==> config.mk <==
export PLATFORM = sky130hd
export DESIGN_NAME = scd
export DESIGN_NICKNAME = d
export VERILOG_FILES = /design/src/rtl/scd.sv
export SDC_FILE = /design/constraint.sdc
export NUM_CORES = 1
export LEC_CHECK = 0
export ABC_AREA = 1
export CAP_MARGIN = 20
export CORE_ASPECT_RATIO = 1.5
export CORE_MARGIN = 2
export CORE_UTILIZATION = 50
export CTS_CLUSTER_SIZE = 40
export DETAILED_ROUTE_END_ITERATION = 8
export PLACE_DENSITY = 0.86
export SETUP_SLACK_MARGIN = 0.02
export SYNTH_ARGS = -nofsm -noshare
export SYNTH_HDL_FRONTEND = slang
export SYNTH_SLANG_ARGS = --single-unit
==> constraint.sdc <==
create_clock -name eboxClk -period 9.8 [get_ports eboxClk]
set_input_delay 1.47 -clock eboxClk [delete_from_list [all_inputs] [get_ports eboxClk]]
set_output_delay 1.47 -clock eboxClk [all_outputs]
set_load 0.05 [all_outputs]
==> src/rtl/scd.sv <==
// EBOX shift-count/exponent datapath: SCAD adder, SC/FE registers, ARMM merge bits, shift-loop sequencer.
// Optional macro SCD_OVF_DETECT_EN adds the sticky SCAD signed-overflow flag SCD_SCADovf.
module scd #(
    parameter int SC_W     = 10,
    parameter int MAX_LOOP = 1023
) (
    input  logic              eboxClk,
    input  logic              eboxReset_n,
    input  logic [2:0]        CRAM_SCAD,
    input  logic [2:0]        CRAM_SCADA,
    input  logic              CRAM_SCADA_EN,
    input  logic [1:0]        CRAM_SCADB,
    input  logic              CRAM_SC,
    input  logic              CRAM_FE,
    input  logic [1:0]        CRAM_ARMM,
    input  logic [8:0]        CRAM_MAGIC,
    input  logic [0:35]       EDP_AR,
    input  logic              CTL_SCstart,
    output logic [0:SC_W-1]   SCD_SC,
    output logic [0:SC_W-1]   SCD_FE,
    output logic [0:SC_W-1]   SCD_SCAD,
    output logic              SCD_SCADsign,
    output logic [0:8]        SCD_ARMMupper,
    output logic [0:4]        SCD_ARMMlower,
    output logic              SCD_shiftStep,
    output logic              SCD_loopDone,
    output logic              SCD_loopErr
`ifdef SCD_OVF_DETECT_EN
    ,output logic             SCD_SCADovf
`endif
);

    localparam int CNT_W = $clog2(MAX_LOOP + 1);

    localparam logic [1:0] S_IDLE = 2'd0;
    localparam logic [1:0] S_RUN  = 2'd1;
    localparam logic [1:0] S_DONE = 2'd2;

    logic [1:0]       r_state, w_state_nxt;
    logic [0:SC_W-1]  r_sc, r_fe, w_sc_nxt, w_fe_nxt;
    logic [CNT_W-1:0] r_steps, w_steps_nxt;
    logic             r_err, w_err_nxt;

    logic [0:SC_W-1]  w_a, w_b, w_x, w_sum, w_scad;
    logic             w_cin, w_arith;

    // AR bits 12-35 are not used by this block.
    logic w_unused;
    assign w_unused = ^EDP_AR[12:35];

    always_comb begin
        w_a = '0;
        if (!CRAM_SCADA_EN) begin
            case (CRAM_SCADA)
                3'd0:    w_a = r_fe;
                3'd1:    w_a = SC_W'(EDP_AR[0:5]);
                3'd2:    w_a = SC_W'(EDP_AR[1:8] ^ {8{EDP_AR[0]}});
                3'd3:    w_a = SC_W'(CRAM_MAGIC);
                default: w_a = '0;
            endcase
        end
    end

    always_comb begin
        case (CRAM_SCADB)
            2'd0:    w_b = r_sc;
            2'd1:    w_b = SC_W'(EDP_AR[6:11]);
            2'd2:    w_b = SC_W'(EDP_AR[0:8]);
            default: w_b = SC_W'(CRAM_MAGIC);
        endcase
    end

    // Functions 1-5 all run through one adder A + X + cin so overflow is judged uniformly.
    always_comb begin
        w_x     = '0;
        w_cin   = 1'b0;
        w_arith = 1'b1;
        case (CRAM_SCAD)
            3'd1:    w_x = ~w_b;
            3'd2:    w_x = w_b;
            3'd3:    w_x = '1;
            3'd4:    w_cin = 1'b1;
            3'd5:    begin w_x = ~w_b; w_cin = 1'b1; end
            default: w_arith = 1'b0;
        endcase
    end

    assign w_sum = w_a + w_x + SC_W'(w_cin);

    always_comb begin
        case (CRAM_SCAD)
            3'd0:    w_scad = w_a;
            3'd6:    w_scad = w_a | w_b;
            3'd7:    w_scad = w_a & w_b;
            default: w_scad = w_sum;
        endcase
    end

    always_comb begin
        SCD_ARMMlower = '0;
        case (CRAM_ARMM)
            2'd0: SCD_ARMMupper = CRAM_MAGIC;
            2'd1: SCD_ARMMupper = {9{EDP_AR[0]}};
            2'd2: begin
                SCD_ARMMupper = w_scad[SC_W-9:SC_W-1];
                SCD_ARMMlower = w_scad[SC_W-5:SC_W-1];
            end
            default: SCD_ARMMupper = {EDP_AR[0], w_scad[SC_W-8:SC_W-1]};
        endcase
    end

    // Loop sequencer; a CRAM_SC load in IDLE is applied before the sign test at start.
    always_comb begin
        w_state_nxt = r_state;
        w_sc_nxt    = CRAM_SC ? w_scad : r_sc;
        w_fe_nxt    = CRAM_FE ? w_scad : r_fe;
        w_steps_nxt = r_steps;
        w_err_nxt   = r_err;
        case (r_state)
            S_IDLE: begin
                if (CTL_SCstart) begin
                    w_steps_nxt = '0;
                    w_state_nxt = w_sc_nxt[0] ? S_DONE : S_RUN;
                end
            end
            S_RUN: begin
                if (CRAM_SC) begin
                    w_state_nxt = S_IDLE;
                end else begin
                    w_sc_nxt    = r_sc - SC_W'(1);
                    w_steps_nxt = r_steps + CNT_W'(1);
                    if (w_steps_nxt >= CNT_W'(MAX_LOOP))
                        w_err_nxt = 1'b1;
                    if (r_sc == '0 || w_steps_nxt >= CNT_W'(MAX_LOOP))
                        w_state_nxt = S_DONE;
                end
            end
            default: w_state_nxt = S_IDLE;
        endcase
    end

    // NOTE: state registers use non-blocking assignments so every flop samples pre-edge values.
    always_ff @(posedge eboxClk or negedge eboxReset_n) begin
        if (!eboxReset_n) begin
            r_state <= S_IDLE;
            r_sc    <= '0;
            r_fe    <= '0;
            r_steps <= '0;
            r_err   <= 1'b0;
        end else begin
            r_state <= w_state_nxt;
            r_sc    <= w_sc_nxt;
            r_fe    <= w_fe_nxt;
            r_steps <= w_steps_nxt;
            r_err   <= w_err_nxt;
        end
    end

`ifdef SCD_OVF_DETECT_EN
    logic w_ovf, r_ovf;
    assign w_ovf = w_arith && (w_a[0] == w_x[0]) && (w_sum[0] != w_a[0]);

    always_ff @(posedge eboxClk or negedge eboxReset_n) begin
        if (!eboxReset_n)
            r_ovf <= 1'b0;
        else if (CRAM_SCAD == 3'd0 && CRAM_SC)
            r_ovf <= 1'b0;
        else if (w_ovf && (CRAM_SC || CRAM_FE))
            r_ovf <= 1'b1;
    end
    assign SCD_SCADovf = r_ovf;
`endif

    assign SCD_SC        = r_sc;
    assign SCD_FE        = r_fe;
    assign SCD_SCAD      = w_scad;
    assign SCD_SCADsign  = w_scad[0];
    assign SCD_shiftStep = (r_state == S_RUN);
    assign SCD_loopDone  = (r_state == S_DONE);
    assign SCD_loopErr   = r_err;

endmodule

==> reports/qor.csv, run 1 <==
stage;metric;value;unit
run_status;status;finished clean;
clock_network;hold_buffers;0;
cells_and_area;syn_to_final_growth;28.9;%
yosys;syn_nets;614;
clock_network;clock_sinks;33;
global_routing;grt_use_total;30.8;%
setup_path;worstSetupEndpointType;output port;
hold_path;hold_class;register to register;
setup_path;critPathMaxFanout;10;
floorplanning;die_y;105;um
cells_and_area;drive_above_1_share;7.44;%
yosys;ys.flop_type;dfrtp_1;
clock_network;cts.htree.levels;2;
floorplanning;die_area;0.00746;mm2
placement;io_buffers;84;
setup_path;critPathRequiredTime;8.33;ns
detailed_routing;vias;3953;
yosys;synth_top_cell_area_share;24.4;%
setup_path;critPathLaunchType;primary input;
clock_network;tritoncts;yes;
floorplanning;start_util;51.9;%
cells_and_area;diodes;0;
pwr;cellLeakagePower;2.08;nW
sta;worstMarginPinSlew;0.628;ns
yosys;syn-mean-instance-area;6.27;um2
cells_and_area;fin_area;0.00437;mm2
yosys;yosys.area.top_type;dfrtp_1;
clock_network;cts_setup_buffers;0;
global_routing;antenna_found_initial;0;
sta;hold_ws;0.479;ns
sta;finalHoldViolations;0;
detailed_routing;drtAntennaViolNets;0;
sta;rsz0062_at_grt;no;
global_routing;grt_max_degree;34;
sta;fin_skew;0.00516;ns
cells_and_area;fillers;585;
detailed_routing;drc;0;
sta;drv_slew;0;
cells_and_area;nets;691;
yosys;yosysMostFrequentCell;nand2_1;
cells_and_area;final_util;66.9;%
yosys;synth.distinct_cells;40;
yosys;synth_enable_flop_cells;0;
setup_path;r2r_setup_slack;6.75;ns
setup_path;path_class;primary input to output port;
floorplanning;io_pins;109;
sta;period_needed;7.29;ns
pwr;power_density;187;mW/mm2
detailed_routing;dr.pass1.iters;5;
yosys;synth_seq_area_share;24.4;%
pwr;ir_drop;0.000163;V
floorplanning;core-area;0.00653;mm2
yosys;synthTopCellsByCount;155 x nand2_1, 66 x inv_1, 52 x o21ai_0;
clock_network;clk_pin_slew_worst_paths;0.07;ns
flow_run;cap_violations;0;
global_routing;overflow;0;
clock_network;cts_buffer_depth;2;
yosys;syn_area;0.00339;mm2
clock_network;clk_latency;0.29;ns
yosys;synth_area_leaders;dfrtp_1 24%, nand2_1 17%, o21ai_0 7.7%;
global_routing;grt_pass1_vias;3844;
sta;relSlewSlack;58.0;%
floorplanning;rows;36;
detailed_routing;wl;11.0;mm
placement;place_hpwl;8.85;mm
clock_network;cts_made_buffers;5;
detailed_routing;via_per_inst;5.70;
sta;fmaxAchievable;137;MHz
sta;finalSetupViolCount;0;
floorplanning;die_w;71.2;um
yosys;yosysWarnings;0;
sta;period_share;74.4;%
placement;dp.cells;686;
sta;tns;0;ns
clock_network;cts_resized;0;
detailed_routing;drtIter0Drc;302;
clock_network;cts-root-buf;clkbuf_8;
yosys;postSynth.asyncResetShare;100;%
yosys;ys_ff_latch;33;
placement;place_area;0.00425;mm2
detailed_routing;wire_per_inst;15.9;um
cells_and_area;stdcell_count;694;
global_routing;grt_pass1_wl;18.4;mm
setup_path;cp.arrival;5.82;ns
placement;gp_congestion;0.955;
yosys;synthCells;540;
==> metal layers <==
metal,vias to the layer above,wire (um),global-route usage [%]
li1,1931,-,-
met1,1839,4150,36.3
met2,152,5850,54.7
met3,31,602,2.80
met4,0,427,14.4
met5,-,0,0
==> critical path: stages <==
cell and delay (ns):
clkdlybuf4s50_1 0.77, inv_1 0.08, nand2_1 0.16, o22ai_1 0.12, nor3b_2 0.32, o21ai_0 0.18, fa_1 0.43, inv_1 0.16
fa_1 0.24, nand3_1 0.08, nand2_1 0.13, nand2_1 0.08, nand2_1 0.06, nand2_1 0.07, a21o_1 0.16, nand3_1 0.07
nand2_1 0.14, o211ai_1 0.25, clkdlybuf4s50_1 0.84
==> sequential cells by signal, indices dropped and copies added, names as in the netlist, named ones only <==
signal / cells
SCD_loopErr: 1
r_steps: 10
r_state: 2
SCD_SC: 9
SCD_FE: 10
==> final timing paths <==
path,start,endpoint,cells after the start
worst max-delay path,CRAM_SCADB[0],SCD_ARMMupper[2],19
worst min-delay path,SCD_loopErr$_DFFE_PN0P_,SCD_loopErr$_DFFE_PN0P_,1
worst max register to register,register,SCD_SC[3]$_DFF_PN0_,16
max in group asynchronous,eboxReset_n,SCD_SC[0]$_DFF_PN0_,2
worst min register to register,SCD_loopErr$_DFFE_PN0P_,SCD_loopErr$_DFFE_PN0P_,1
min in group asynchronous,eboxReset_n,r_steps[4]$_DFFE_PN0P_,2
==> cell usage in the layout, fill, tap and decap left out, types with 3 or more instances in the layout <==
cell	instances
nand4_1	11
inv_1	66
a31oi_1	6
o22ai_1	7
dfrtp_1	33
nand3_1	41
o21ai_1	10
xnor2_1	4
o21ai_0	52
nand2_2	15
nor3_1	3
o211ai_1	6
inv_2	6
a21oi_1	21
clkbuf_8	6
nor2_2	3
ha_1	11
xor2_1	13
clkdlybuf4s50_1	84
nand2_1	155
nor2_1	41
==> kinds of logic (layout without fill, tap and decap cells) <==
| group | count (synthesis) | count (layout) | share of synthesized area [%] |
|---|---|---|---|
| simple gates | 279 | 279 | 37.1 |
| compound gates | 111 | 111 | 18.5 |
| buf+inv | 87 | 165 | 10.3 |
| flops | 33 | 33 | 24.4 |
| xor+xnor | 17 | 17 | 4.40 |
| fa+ha+maj | 13 | 13 | 5.25 |
==> layout make-up <==
cell class                      instances  area (um2)  area share, %
Inverter                               72         270           6.19
Multi-Input combinational cell        420        2210           50.6
Tap cell                               76        95.1           2.18
Clock buffer                            7        86.3           1.98
Timing Repair Buffer                   85         848           19.4
Sequential cell                        33         826           18.9
Clock inverter                          1        30.0          0.688
==> power breakdown <==
part	internal (W)	total [W]	switching, W	leakage (nW)
logic	0.000150	0.000477	0.000327	1.60
registers	0.000165	0.000203	0.0000371	0.422
clock network	0.0000829	0.000136	0.0000531	0.0585
==> stage by stage <==
step / setup WS, ns / total power, W
finish: 2.51 / 0.000816
global route: 2.21 / 0.000861
CTS: 2.51 / 0.000813
detailed placement: 2.53 / 0.000676
global placement: 2.61 / 0.000668
floorplan: 3.76 / 0.000517
No activity file was read; power rests on OpenSTA's default activity.
==> run 2, diff against run 1 <==
--- a/config.mk
+++ b/config.mk
@@ -9,10 +9,10 @@
 export CAP_MARGIN = 20
 export CORE_ASPECT_RATIO = 1.5
 export CORE_MARGIN = 2
-export CORE_UTILIZATION = 50
+export CORE_UTILIZATION = 48
 export CTS_CLUSTER_SIZE = 40
 export DETAILED_ROUTE_END_ITERATION = 8
-export PLACE_DENSITY = 0.86
+export PLACE_DENSITY = 0.83
 export SETUP_SLACK_MARGIN = 0.02
 export SYNTH_ARGS = -nofsm -noshare
 export SYNTH_HDL_FRONTEND = slang
==> constraint.sdc (replaced) <==
create_clock -name eboxClk -period 7.6 [get_ports eboxClk]
set_input_delay 1.14 -clock eboxClk [delete_from_list [all_inputs] [get_ports eboxClk]]
set_output_delay 1.14 -clock eboxClk [all_outputs]
set_load 0.05 [all_outputs]
==> run 2 against run 1 <==
  * Clock-buffer cell count fell by 2
  * Final cell count up 0.29%
  * Non-clock buffer count is the same
  * Utilization fell by 3.5 points
  * Combinational power rose by 29%
  * Sequential share of layout area increased by 0.12 points
  * Die area increased by 4.0%
  * Sequential cell count stayed put
  * Clock skew is 0.0032 ns higher
  * Global-route usage decreased by 0.35 points
  * Largest power group unchanged
==> reports/qor.csv, run 2 (synthesis gave the netlist of run 1 again) <==
stage;metric;value;unit;change
floorplanning;rows;37;;+2.8%
detailed_routing;via_per_inst;5.61;;-1.5%
cells_and_area;nets;691;;unchanged
cells_and_area;diodes;0;;unchanged
placement;gp_congestion;0.995;;+4.2%
floorplanning;io_pins;109;;unchanged
cells_and_area;final_util;63.3;%;-3.5 points
clock_network;cts_setup_buffers;0;;unchanged
clock_network;cts-root-buf;clkbuf_8;;
setup_path;worstSetupEndpointType;output port;;
cells_and_area;fillers;651;;+11%
pwr;p_clk_share;13.4;%;-3.3 points
pwr;cellLeakagePower;2.07;nW;-0.70%
detailed_routing;wl;11.1;mm;+0.97%
setup_path;r2r_setup_slack;4.65;ns;-2.10 ns
floorplanning;die_y;107;um;+2.0%
setup_path;cp_slowest_cell;clkdlybuf4s50_1;;
detailed_routing;vias;3903;;-1.3%
sta;fin_ws;1.06;ns;-1.44 ns
sta;finalSetupViolCount;0;;unchanged
floorplanning;die_w;72.6;um;+1.9%
setup_path;max_stage_delay;0.84;ns;about the same
detailed_routing;wire_per_inst;16.0;um;+0.68%
flow_run;cap_violations;0;;unchanged
placement;place_ws;1.11;ns;-1.42 ns
global_routing;grt_use_total;30.4;%;-0.35 points
cells_and_area;final_common_cell;nand2_1;;
clock_network;clk_latency;0.29;ns;about the same
setup_path;cp_cell_sequence;clkdlybuf4s50_1 -> inv_1 -> nand2_1 -> o22ai_1 -> nor3b_2 -> o21ai_0 -> fa_1 -> inv_1 -> fa_1 -> nand3_1 -> nand2_1 -> nand2_1 -> nand2_1 -> nand2_1 -> a21o_1 -> nand3_1 -> nand2_1 -> o211ai_1 -> clkdlybuf4s50_1;;
sta;fin_skew;0.00838;ns;+0.00322 ns
detailed_routing;drtIter0Drc;262;;-13%
clock_network;cts_resized;0;;unchanged
run_status;status;finished clean;;
setup_path;cp.arrival;5.40;ns;-0.42 ns
setup_path;critPathMaxFanout;10;;unchanged
detailed_routing;drc;0;;unchanged
sta;relSlewSlack;57.8;%;-0.16 points
global_routing;antenna_found_initial;0;;unchanged
placement;place_hpwl;8.97;mm;+1.4%
cells_and_area;drive_above_1_share;7.61;%;+0.16 points
pwr;ir_drop;0.000236;V;+45%
pwr;combPwrFrac;60.9;%;+2.4 points
cells_and_area;multi_input_area;0.00221;mm2;unchanged
sta;finalHoldViolations;0;;unchanged
detailed_routing;drtAntennaViolNets;0;;unchanged
floorplanning;core-area;0.00685;mm2;+4.9%
placement;io_buffers;84;;unchanged
setup_path;critPathRequiredTime;6.46;ns;-1.87 ns
sta;worstMarginPinSlew;0.630;ns;+0.00199 ns
global_routing;grt_pass1_vias;4113;;+7.0%
setup_path;cp_common_cell;nand2_1;;
pwr;switchingPower;0.000542;W;+30%
pwr;intPower;0.000470;W;+18%
sta;period_share;86.0;%;
clock_network;tritoncts;yes;;
floorplanning;start_util;49.4;%;-2.4 points
pwr;pwr-share-seq;25.7;%;+0.9 points
cells_and_area;most-common-layout-cells;155 x nand2_1, 84 x clkdlybuf4s50_1, 66 x inv_1;;
clock_network;cts_made_buffers;5;;unchanged
clock_network;cts.htree.levels;2;;unchanged
sta;hold_ws;0.488;ns;+0.00888 ns
cells_and_area;syn_to_final_growth;28.1;%;
sta;fmaxAchievable;153;MHz;
cells_and_area;regArea;826;um2;unchanged
global_routing;overflow;0;;unchanged
clock_network;hold_buffers;0;;unchanged
sta;rsz0062_at_grt;no;;
floorplanning;die_area;0.00776;mm2;+4.0%
sta;drv_slew;0;;unchanged
hold_path;hold_class;register to register;;
detailed_routing;dr.pass1.iters;5;;unchanged
clock_network;cts_buffer_depth;2;;unchanged
setup_path;path_class;primary input to output port;;
clock_network;clk_pin_slew_worst_paths;0.07;ns;about the same
global_routing;grt_max_degree;34;;unchanged
sta;tns;0;ns;unchanged
clock_network;clock_sinks;33;;unchanged
global_routing;grt_pass1_wl;18.7;mm;+1.2%
sta;period_needed;6.54;ns;
pwr;swShare;53.5;%;+2.4 points
pwr;finalPower;0.00101;W;+24%
setup_path;critPathLaunchType;primary input;;
pwr;power_density;233;mW/mm2;+25%
-- run 2: routing by layer --
metal	global-route usage, %	share of wire [%]	up-vias
met5	0	0	-
met4	15.6	4.2	0
met3	4.61	5.2	35
met2	54.9	53	138
met1	33.4	38	1805
li1	-	-	1925
-- run 2: critical path: cells and delay by family --
kind | cells | cell delay, ns
buffers and inverters | 4 | 1.81
AND/OR/NAND/NOR | 9 | 1.07
adder cells (fa/ha/maj) | 2 | 0.66
AO/OA/AOI/OAI | 4 | 0.69
-- run 2: final timing paths --
path                                         startpoint                 endpoint  cells past startpoint
worst max register to register                 register    SCD_FE[1]$_DFFE_PN0P_                     16
worst max-delay path                      CRAM_SCADB[0]         SCD_ARMMupper[2]                     19
min in group asynchronous                   eboxReset_n   r_steps[8]$_DFFE_PN0P_                      2
max in group asynchronous                   eboxReset_n      SCD_SC[5]$_DFF_PN0_                      2
worst min-delay path            SCD_loopErr$_DFFE_PN0P_  SCD_loopErr$_DFFE_PN0P_                      1
worst min register to register  SCD_loopErr$_DFFE_PN0P_  SCD_loopErr$_DFFE_PN0P_                      1
-- run 2: layout make-up --
class                   count  share of cell area, %
multi-input cells         420                   51.0
repair buffers             85                   19.6
flip-flops and latches     33                   19.0
inverters                  72                   6.23
well taps                  78                   2.25
clock buffers               5                   1.59
clock inverters             3                  0.404
-- run 2: through the flow --
| step | cells | instance area [um2] |
|---|---|---|
| finish | 696 | 4340 |
| global route | 696 | 4340 |
| floorplan | 540 | 3390 |
| global placement | 688 | 4250 |
| CTS | 696 | 4340 |
| detailed placement | 688 | 4250 |
-- run 2: power by group through the flow --
stage	Combinational [W]	Sequential [W]	Clock, W
floorplan	0.000319	0.000347	0
global placement	0.000603	0.000260	0
detailed placement	0.000611	0.000262	0
CTS	0.000614	0.000259	0.000139
global route	0.000666	0.000265	0.000147
finish	0.000617	0.000260	0.000135
==> run 3, diff against run 2 <==
--- a/config.mk
+++ b/config.mk
@@ -9,10 +9,10 @@
 export CAP_MARGIN = 20
 export CORE_ASPECT_RATIO = 1.5
 export CORE_MARGIN = 2
-export CORE_UTILIZATION = 48
+export CORE_UTILIZATION = 50
 export CTS_CLUSTER_SIZE = 40
 export DETAILED_ROUTE_END_ITERATION = 8
-export PLACE_DENSITY = 0.83
+export PLACE_DENSITY = 0.86
 export SETUP_SLACK_MARGIN = 0.02
 export SYNTH_ARGS = -nofsm -noshare
 export SYNTH_HDL_FRONTEND = slang
==> constraint.sdc (replaced) <==
create_clock -name eboxClk -period 7.66 [get_ports eboxClk]
set_input_delay 1.149 -clock eboxClk [delete_from_list [all_inputs] [get_ports eboxClk]]
set_output_delay 1.149 -clock eboxClk [all_outputs]
set_load 0.05 [all_outputs]
==> run 3 against run 2 <==
  * Total power up 3.3%
  * Clock-buffer cell count up 2
  * Worst setup slack worse by 0.086 ns
  * Clock skew down 0.00056 ns
  * Critical path type unchanged
  * Critical endpoint unchanged
  * Highest routed layer unchanged
==> reports/qor.csv, run 3 (synthesis gave the netlist of run 1 again) <==
stage;metric;value;unit;change
run_status;status;finished clean;;
clock_network;tritoncts;yes;;
sta;drv_slew;0;;unchanged
flow_run;cap_violations;0;;unchanged
detailed_routing;wire_per_inst;16.0;um;about the same
cells_and_area;final_common_cell;nand2_1;;
floorplanning;core-area;0.00653;mm2;-4.7%
global_routing;grt_pass1_wl;18.5;mm;-1.0%
clock_network;clk_latency;0.29;ns;about the same
cells_and_area;nets;691;;unchanged
floorplanning;die_w;71.2;um;-1.9%
setup_path;critPathRequiredTime;6.51;ns;+0.05 ns
sta;fin_skew;0.00782;ns;-0.000561 ns
cells_and_area;most-common-layout-cells;155 x nand2_1, 84 x clkdlybuf4s50_1, 66 x inv_1;;
placement;place_area;0.00425;mm2;about the same
clock_network;cts_made_buffers;5;;unchanged
cells_and_area;diodes;0;;unchanged
setup_path;cp.arrival;5.53;ns;+0.13 ns
clock_network;clock_sinks;33;;unchanged
floorplanning;io_pins;109;;unchanged
setup_path;critPathMaxFanout;10;;unchanged
global_routing;overflow;0;;unchanged
pwr;ir_drop;0.000212;V;-9.9%
setup_path;critPathLaunchType;primary input;;
placement;place_ws;1.08;ns;-0.0261 ns
clock_network;cts.htree.levels;2;;unchanged
sta;finalSetupViolCount;0;;unchanged
global_routing;antenna_found_initial;0;;unchanged
setup_path;cp-endpoint;SCD_ARMMupper[2];;
detailed_routing;drtIter0Drc;273;;+4.2%
detailed_routing;drc;0;;unchanged
hold_path;hold_start;SCD_loopErr$_DFFE_PN0P_;;
detailed_routing;via_per_inst;5.75;;+2.5%
clock_network;hold_buffers;0;;unchanged
setup_path;r2r_cells;16;;unchanged
setup_path;worstSetupEndpointType;output port;;
setup_path;startpoint;CRAM_SCADB[0];;
detailed_routing;wl;11.1;mm;-0.26%
sta;period_needed;6.68;ns;
global_routing;grt_max_degree;34;;unchanged
placement;io_buffers;84;;unchanged
detailed_routing;vias;3991;;+2.3%
placement;place_hpwl;9.01;mm;+0.41%
placement;gp_congestion;0.984;;-1.1%
floorplanning;rows;36;;-2.7%
clock_network;cts-root-buf;clkbuf_8;;
cells_and_area;stdcell_count;694;;-0.29%
floorplanning;die_y;105;um;-1.9%
clock_network;clk_pin_slew_worst_paths;0.07;ns;about the same
sta;fin_ws;0.978;ns;-0.0860 ns
global_routing;grt_pass1_vias;3853;;-6.3%
sta;rsz0062_at_grt;no;;
pwr;cellLeakagePower;2.08;nW;+0.70%
pwr;finalPower;0.00105;W;+3.3%
floorplanning;start_util;51.9;%;+2.4 points
sta;period_share;87.2;%;
clock_network;cts_buffer_depth;2;;unchanged
clock_network;cts_resized;0;;unchanged
global_routing;grt_use_total;30.7;%;+0.25 points
sta;tns;0;ns;unchanged
sta;relSlewSlack;56.3;%;-1.5 points
sta;fmaxAchievable;150;MHz;
setup_path;r2r_setup_slack;4.61;ns;-0.04 ns
sta;worstMarginPinSlew;0.653;ns;+0.0229 ns
cells_and_area;fin_area;0.00437;mm2;+0.63%
hold_path;hold_class;register to register;;
detailed_routing;dr.pass1.iters;5;;unchanged
detailed_routing;drtAntennaViolNets;0;;unchanged
sta;finalHoldViolations;0;;unchanged
placement;dp.cells;686;;-0.29%
pwr;power_density;240;mW/mm2;+2.7%
floorplanning;die_area;0.00746;mm2;-3.8%
cells_and_area;syn_to_final_growth;28.9;%;
setup_path;r2r-end;SCD_SC[3]$_DFF_PN0_;;
setup_path;path_class;primary input to output port;;
clock_network;cts_setup_buffers;0;;unchanged
cells_and_area;drive_above_1_share;7.44;%;-0.16 points
[run 3: area by class of cell]
cell class	count	area [um2]
fill	598	2160
tap	76	95.1
multi-input combinational	420	2210
timing repair buffer	85	848
clock inverter	1	30.0
sequential	33	826
clock buffer	7	86.3
inverter	72	270
[run 3: through the flow]
stage / hold slack, ns / util (%)
2_1_floorplan: 0.514 / -
3_3_place_gp: 0.463 / 65.1
3_5_place_dp: 0.466 / 65.1
4_1_cts: 0.487 / 66.9
5_1_grt: 0.495 / 66.9
6_report: 0.481 / 66.9
[run 3: worst max-delay path, cell delays in order]
cell and delay, ns:
clkdlybuf4s50_1 0.77, inv_1 0.08, nand2_1 0.15, o22ai_1 0.15, nor3b_2 0.31, o21ai_0 0.17, fa_1 0.43, inv_1 0.16
fa_1 0.24, nand3_1 0.07, nand2_1 0.12, nand2_1 0.09, nand2_1 0.07, nand2_1 0.07, a21o_1 0.17, nand3_1 0.06
nand2_1 0.15, o211ai_1 0.26, clkdlybuf4s50_1 0.85
[run 3: where the power goes]
part	internal [W]	switching (W)	total, W
registers	0.000212	0.0000472	0.000259
logic	0.000192	0.000420	0.000613
clock network	0.000106	0.0000682	0.000174
total	0.000510	0.000536	0.00105
[run 3: worst min path at each step]
stage                                    endpoint  slack (ns)  depth (start not counted)
final                     SCD_loopErr$_DFFE_PN0P_        0.48                          1
after global routing      SCD_loopErr$_DFFE_PN0P_        0.49                          1
after CTS                 SCD_loopErr$_DFFE_PN0P_        0.49                          1
after detailed placement  SCD_loopErr$_DFFE_PN0P_        0.47                          1
after global placement    SCD_loopErr$_DFFE_PN0P_        0.46                          1
after floorplan            r_steps[9]$_DFFE_PN0P_        0.51                          2
[run 3: routing by layer]
| layer | share of wire [%] | global-route usage (%) | wire, um | vias to the layer above |
|---|---|---|---|---|
| li1 | - | - | - | 1927 |
| met3 | 5.4 | 3.47 | 596 | 33 |
| met5 | 0 | 0 | 0 | - |
| met2 | 53 | 55.2 | 5930 | 165 |
| met4 | 3.6 | 13.5 | 405 | 0 |
| met1 | 38 | 35.5 | 4180 | 1866 |
